$ cat src/rtl/pmult_result_queue.sv
// Capture stage behind the two-stage pmult: issues credit, aligns early flags
// with the late result word, canonicalises specials and queues results.
module pmult_result_queue #(
    parameter int N     = 8,
    parameter int DEPTH = 4,
    parameter int CNT_W = 16
) (
    input  logic                     clk,
    input  logic                     reset,
    input  logic                     in_valid,
    output logic                     in_ready,
    input  logic [N-1:0]             mult_out,
    input  logic                     mult_pinf,
    input  logic                     mult_pzero,
    output logic                     out_valid,
    input  logic                     out_ready,
    output logic [N-1:0]             out_data,
    output logic                     out_inf,
    output logic                     out_zero,
    output logic [$clog2(DEPTH):0]   count,
    input  logic                     clear_stats,
    output logic [CNT_W-1:0]         inf_count,
    output logic [CNT_W-1:0]         zero_count,
    output logic                     err_overflow
);
    localparam int AW = $clog2(DEPTH);

    typedef struct packed {
        logic         inf;
        logic         zero;
        logic [N-1:0] data;
    } entry_t;

    logic [2:1]    vld_pipe;   // [1] = v1 (flags valid), [2] = v2 (out valid)
    logic [1:0]    flags;      // {pinf, pzero}
    logic [AW-1:0] wr_ptr, rd_ptr;
    entry_t        mem [DEPTH];
    entry_t        wr_ent, head;
    logic [AW+1:0] pending;
    logic          accept, full, wr_en, rd_en;

    // Credit counts in-flight pairs as occupied so the FIFO cannot overflow.
    assign pending  = (AW+2)'(count) + (AW+2)'(vld_pipe[1]) + (AW+2)'(vld_pipe[2]);
    assign in_ready = pending < (AW+2)'(DEPTH);
    assign accept   = in_valid & in_ready;

    assign wr_ent.inf  = flags[1];
    assign wr_ent.zero = flags[0] & ~flags[1];
    assign wr_ent.data = flags[1] ? {1'b1, {(N-1){1'b0}}} :
                         flags[0] ? '0 : mult_out;

    assign full      = count == (AW+1)'(DEPTH);
    assign wr_en     = vld_pipe[2] & ~full;
    assign out_valid = count != '0;
    assign rd_en     = out_valid & out_ready;

    assign head     = out_valid ? mem[rd_ptr] : '0;
    assign out_data = head.data;
    assign out_inf  = head.inf;
    assign out_zero = head.zero;

    always_ff @(posedge clk or posedge reset) begin
        if (reset) begin
            vld_pipe     <= '0;
            flags        <= '0;
            wr_ptr       <= '0;
            rd_ptr       <= '0;
            count        <= '0;
            inf_count    <= '0;
            zero_count   <= '0;
            err_overflow <= 1'b0;
        end else begin
            vld_pipe <= {vld_pipe[1], accept};
            if (vld_pipe[1])
                flags <= {mult_pinf, mult_pzero};
            if (wr_en)
                wr_ptr <= wr_ptr + 1'b1;
            if (rd_en)
                rd_ptr <= rd_ptr + 1'b1;
            case ({wr_en, rd_en})
                2'b10:   count <= count + 1'b1;
                2'b01:   count <= count - 1'b1;
                default: count <= count;
            endcase
            if (vld_pipe[2] & full)
                err_overflow <= 1'b1;
            if (clear_stats)
                inf_count <= '0;
            else if (wr_en & wr_ent.inf & ~&inf_count)
                inf_count <= inf_count + 1'b1;
            if (clear_stats)
                zero_count <= '0;
            else if (wr_en & wr_ent.zero & ~&zero_count)
                zero_count <= zero_count + 1'b1;
        end
    end

    // Storage needs no reset: the head is masked to zero while empty.
    always_ff @(posedge clk) begin
        if (wr_en)
            mem[wr_ptr] <= wr_ent;
    end

endmodule

$ cat config.mk
export PLATFORM = sky130hd
export DESIGN_NAME = pmult_result_queue
export DESIGN_NICKNAME = d
export VERILOG_FILES = /design/src/rtl/pmult_result_queue.sv
export SDC_FILE = /design/constraint.sdc
export NUM_CORES = 1
export LEC_CHECK = 0
export CELL_PAD_IN_SITES_DETAIL_PLACEMENT = 0
export CELL_PAD_IN_SITES_GLOBAL_PLACEMENT = 1
export CORE_MARGIN = 3
export CORE_UTILIZATION = 45
export CTS_CLUSTER_DIAMETER = 60
export DETAILED_ROUTE_END_ITERATION = 16
export GPL_TIMING_DRIVEN = 0
export PLACE_DENSITY_LB_ADDON = 0.25
export RECOVER_POWER = 25
export SLEW_MARGIN = 10
export SYNTH_ARGS = -nofsm -noshare
export SYNTH_HDL_FRONTEND = slang
export SYNTH_SLANG_ARGS = --single-unit
$ cat constraint.sdc
create_clock -name clk -period 4.8 [get_ports clk]
set_input_delay 0.96 -clock clk [delete_from_list [all_inputs] [get_ports clk]]
set_output_delay 0.96 -clock clk [all_outputs]
set_load 0.02 [all_outputs]
After elaboration in Yosys (flattened, before gate mapping)
Memory sizes are Yosys's and may differ from the RTL's.
Index checks and enable logic that the tools add are counted.
- reduce and logical (&&, ||, !) cells: 8
- muxes and demuxes: 10
- equality and inequality tests: 3
- $add $sub $neg: 8
- bitwise operators: 11
- $lt $le $gt $ge: 1
- operators by type and width (operator ; number):
    2-to-1 mux 16 bit ; 4
    adder 16 x 1 -> 16 bit (second input constant) ; 2
    AND reduction 16 bit ; 2
    2-to-1 mux 8 bit ; 2
    2-to-1 mux 10 bit ; 1
    bitwise AND 1 bit ; 9
    one-hot mux 3 bit (2 select lines) ; 1
    nonzero test 2 bit ; 3
    adder 2 x 1 -> 2 bit (second input constant) ; 2
    adder 3 x 1 -> 4 bit ; 1
    adder 4 x 1 -> 4 bit ; 1
    < comparator 4 x 3 -> 1 bit (second input constant) ; 1
    adder 3 x 1 -> 3 bit (second input constant) ; 1
    equality test 3 bit (second input constant) ; 1
    nonzero test 3 bit ; 1
    subtractor 3 x 1 -> 3 bit (second input constant) ; 1
    equality test 2 x 1 -> 1 bit (second input constant) ; 1
    equality test 2 bit (second input constant) ; 1
    zero test 1 bit ; 2
    2-to-1 mux 1 bit ; 2
    NOT 1 bit ; 2
- output and inout bits: 48
- bits in registers: 44
- logic and storage cells: 50
- memories: 1
- RAM bits: 40
- bits of input ports: 15
- memories (memory ; words ; width ; rd ports ; clocked after memory_dff ; write ports ; line ; text):
    mem ; 4 ; 10 ; 1 ; 0 ; 1 ; 37 ; entry_t mem [DEPTH];

Logic depth before layout (Yosys ltp)
- depth in word-level cells: 7
- depth in mapped cells: 9
- mapped depth without buffers: 8

Least setup slack after synthesis
No wires, ideal clock.
- path kind: register -> output
- start: register rd_ptr[0]
- end: output out_data[1]
- slack: 2.430 ns
- path buffers: 1
- data arrival time: 1.410 ns
- cell stages (with the launch flop): 4
- required time: 3.840 ns
- cell sequence: dfrtp_1 > buf_2 > mux4_2 > and2_1
- word-level cells in the longest chain between the ends: 2
- ends and longest elaborated chain (item ; line ; text):
    from (decl) ; 36 ; logic [AW-1:0] wr_ptr, rd_ptr;
    from (signal assigned) ; 79 ; rd_ptr <= rd_ptr + 1'b1;
    memory read (4 x 10 bit) ; n/a ;
    2-to-1 mux 10 bit ; 57 ; assign head = out_valid ? mem[rd_ptr] : '0;
    to (decl) ; 17 ; output logic [N-1:0] out_data,
Every way passes these cells.

Final worst setup path
- start: register rd_ptr[0]
- end: output out_data[2]
Same word-level chain as after synthesis.

==> metrics <==
number of synthesized flops with an enable pin 40; H-tree level count 3; setup total negative slack 0 ps; overall die width 101 µm; compound-gate portion of the synthesized area 7.96%; ANT cells 0; wire length of the first global-routing pass between 15,000 and 20,000 µm; # nets final 437; ratio of cells with drive above 1 in the final layout 11.7%; worst-skew pair later-pin latency 360 ps; largest net degree at the start of global routing 36; syn_nets roughly 360; TritonCTS clock tree yes; multi-input logic area 1670 µm²; adder-cell share of the synthesized area 2.94%; category of the worst setup path capture point primary output; # rows 34; initial standard-cell utilization of the core a little under half; Worst Max-Slew Pin Slew 1970 ps; clock edge transition at the registers on the reported setup and hold paths approximately 100 ps; DR pass1 iterations 4; series of cell instances along the critical path buf_2, mux4_2, and2_1, clkdlybuf4s50_1; Sequential cell area roughly 2300 µm²; crit path time final 3360 ps; dominant cell type by area after synthesis sky130_fd_sc_hd__edfxtp_1; DR WL/cell roughly 17 µm; area share of xor/xnor cells in the synthesized design roughly 1.3%; count of buffers inserted at the top-level ports 62; Die Y-Extent slightly above 100 µm; Final Max Slew Viols 36; Top Family by Delay on Critical Path buffers and inverters; Seq/Total Area, Yosys a little under three fifths; post-synthesis simple-gate area fraction 20.5%; final cycle utilization of the critical path 70.0%; power density relative to cell area 455 nW/µm²; final-report hold violation count 0; main area contributors after synthesis sky130_fd_sc_hd__edfxtp_1 29%, sky130_fd_sc_hd__dfrtp_1 27%, sky130_fd_sc_hd__mux4_2 5.5%, sky130_fd_sc_hd__and2_1 3.4%, sky130_fd_sc_hd__a21oi_1 2.9%; cell type of the slowest stage on the worst timing path sky130_fd_sc_hd__mux4_2; placeable core region 8760 µm²; critical path startpoint category flop; Core Util, Final 57.5%; number of I/O pins 63; Clock Root Buffer sky130_fd_sc_hd__clkbuf_8; number of buffers created by CTS 9; status complete, but fails checks; hold buffer count at CTS 0; total setup violations reported at the end of the flow 0; largest fanout of any net on the critical path 10; most frequently used flop master after synthesis sky130_fd_sc_hd__dfrtp_1; Hold WS 486 ps; RD Place Congestion 0.773; Remaining DRCs 0; clock sinks 84; Peak supply drop approximately 0.17 mV; hpwl dp 6350 µm; combinational family with the most area after synthesis simple AND/OR/NAND/NOR gates; # resized after CTS 0; Post-synth ARST share 52.4%; Die Footprint 10,300 µm²; maximum clock skew at final layout between 10 and 15 ps; post-synthesis cell area 4090 µm²; antenna violations before repair 0; highest clock frequency the design can meet 298 MHz; Worst Path Required around 3800 ps; final routed wirelength across all metal layers 9040 µm; maximum capacitance violations 1; total leakage power 1.83 nW; vias after detailed routing 3,065; Crit path buffers/inverters 2; multiplexer share of the synthesized area roughly 8.3%; biggest cell delay along the critical path 560 ps; worst relative slew slack -31.2%; number of DRC markers after the initial detailed-route iteration 135; count of fill cells added during filler insertion 792; count of nets left with antenna violations after detail routing 0; maximum clock path buffer count 2; mean cell area of the mapped netlist ~12 µm²; Synth Register Bits 84; Total GRT Usage a little under a fifth; Hold WC Path Type flop to flop; critical path data arrival time 2400 ps; total number of yosys warnings 0; GRT overflow 0; Syn Inst Count 339; detail-routed via count per cell roughly 6; Layout area overhead 23.2%; violations in the final reports capacitance limit, slew limit; count of distinct cell types in the synthesized netlist 43; setup repair after global routing missed its margin false; CP Class flop to primary output; share of the synthesized area in the top cell type 29.4%; post-CTS setup repair buffer count 0; vias in the first global route ~3,000
[cells in the mapped netlist, drive strengths merged (8+ instances only)]
library cell,instances
a21oi,24
mux4,10
and3,8
inv,10
o31ai,13
or3,10
o21ai,10
edfxtp,40
nand2,14
nand4,13
or4,12
nor2,16
nor4,10
nand3,15
mux2,10
dfrtp,44
ha,8
and2,22
[registers in the layout, summed over array words and instances, names as in the netlist]
signal        cells
err_overflow      1
wr_ptr            2
rd_ptr            2
zero_count       16
vld_pipe          2
count             3
flags             2
mem              40
inf_count        16
[stage by stage]
| step | power (mW) | setup WS, ps | cell area (µm²) | instances |
|---|---|---|---|---|
| finish | 2.29 | 1440 | 5040 | 526 |
| CTS | 2.32 | 1390 | 5050 | 526 |
| global route | 2.43 | 1080 | 5040 | 526 |
| detailed placement | 1.84 | 1790 | 4860 | 510 |
| global placement | 1.82 | 1790 | 4840 | 509 |
| floorplan | 1.52 | 2430 | 4090 | 339 |
[per-layer routing]
metal,share of wire (%),wire (µm),up-vias,track usage (%)
met5,0,0,-,0
met2,49,4430,91,31.1
met3,4.8,432,7,2.82
li1,-,-,1446,-
met1,45,4090,1521,25.7
met4,0.94,85,0,6.13
[cell type report]
type                       count  area share [%]
multi-input combinational    231            33.2
inverter                      10           0.745
sequential                    84            45.7
buffer                        14            1.44
clock buffer                   9            2.46
tap                          108            2.68
clock inverter                 7            1.32
timing repair buffer          63            12.4
[final timing paths]
path,cells after the start,endpoint,slack [ps],start
worst max register to register,9,count[2],2440,count[0]
worst max-delay path,4,out_data[2],1440,rd_ptr[0]
worst min-delay path,0,vld_pipe[2],490,vld_pipe[1]
min in group asynchronous,2,count[0],1010,reset
worst min register to register,0,vld_pipe[2],490,vld_pipe[1]
max in group asynchronous,3,zero_count[11],1620,reset
[power breakdown]
part	total, mW	switching (mW)	internal [mW]
Combinational	0.822	0.421	0.401
Clock	0.486	0.284	0.201
Sequential	0.986	0.0856	0.900
Total	2.29	0.791	1.50
[cell families (layout without fill, tap and decap cells)]
family | Yosys count | count (layout)
muxes | 20 | 20
DFF | 84 | 84
xor gates and xnor gates | 6 | 6
and+or+nand+nor | 142 | 142
buffers and inverters | 24 | 103
adders and majority gates | 9 | 9
AOI/OAI and AO/OA | 54 | 54
[cell usage in the layout (no fill, tap or decap), types with 3 or more instances in the layout]
| master | synthesis | routed |
|---|---|---|
| sky130_fd_sc_hd__o21ai_0 | 10 | 10 |
| sky130_fd_sc_hd__and2_1 | 22 | 22 |
| sky130_fd_sc_hd__inv_1 | 10 | 10 |
| sky130_fd_sc_hd__or3_1 | 10 | 10 |
| sky130_fd_sc_hd__nand2_1 | 14 | 14 |
| sky130_fd_sc_hd__nor4_1 | 9 | 9 |
| sky130_fd_sc_hd__nand4_1 | 13 | 13 |
| sky130_fd_sc_hd__ha_1 | 8 | 8 |
| sky130_fd_sc_hd__o31ai_1 | 13 | 13 |
| sky130_fd_sc_hd__and4_1 | 3 | 3 |
| sky130_fd_sc_hd__mux4_2 | 10 | 10 |
| sky130_fd_sc_hd__a21oi_1 | 24 | 24 |
| sky130_fd_sc_hd__nor2_1 | 16 | 16 |
| sky130_fd_sc_hd__clkbuf_1 | 7 | 8 |
| sky130_fd_sc_hd__dfrtp_1 | 44 | 44 |
| sky130_fd_sc_hd__or4_1 | 12 | 12 |
| sky130_fd_sc_hd__edfxtp_1 | 40 | 40 |
| sky130_fd_sc_hd__xor2_1 | 3 | 3 |
| sky130_fd_sc_hd__nand3_1 | 14 | 14 |
| sky130_fd_sc_hd__clkdlybuf4s50_1 | 0 | 60 |
| sky130_fd_sc_hd__nor2b_1 | 7 | 7 |
| sky130_fd_sc_hd__xnor2_1 | 3 | 3 |
| sky130_fd_sc_hd__clkbuf_8 | 0 | 9 |
| sky130_fd_sc_hd__buf_2 | 4 | 4 |
| sky130_fd_sc_hd__inv_8 | 0 | 3 |
| sky130_fd_sc_hd__and3_1 | 8 | 8 |
| sky130_fd_sc_hd__nor3_1 | 4 | 4 |
| sky130_fd_sc_hd__mux2_2 | 10 | 10 |
(Power assumes the default switching activity.)
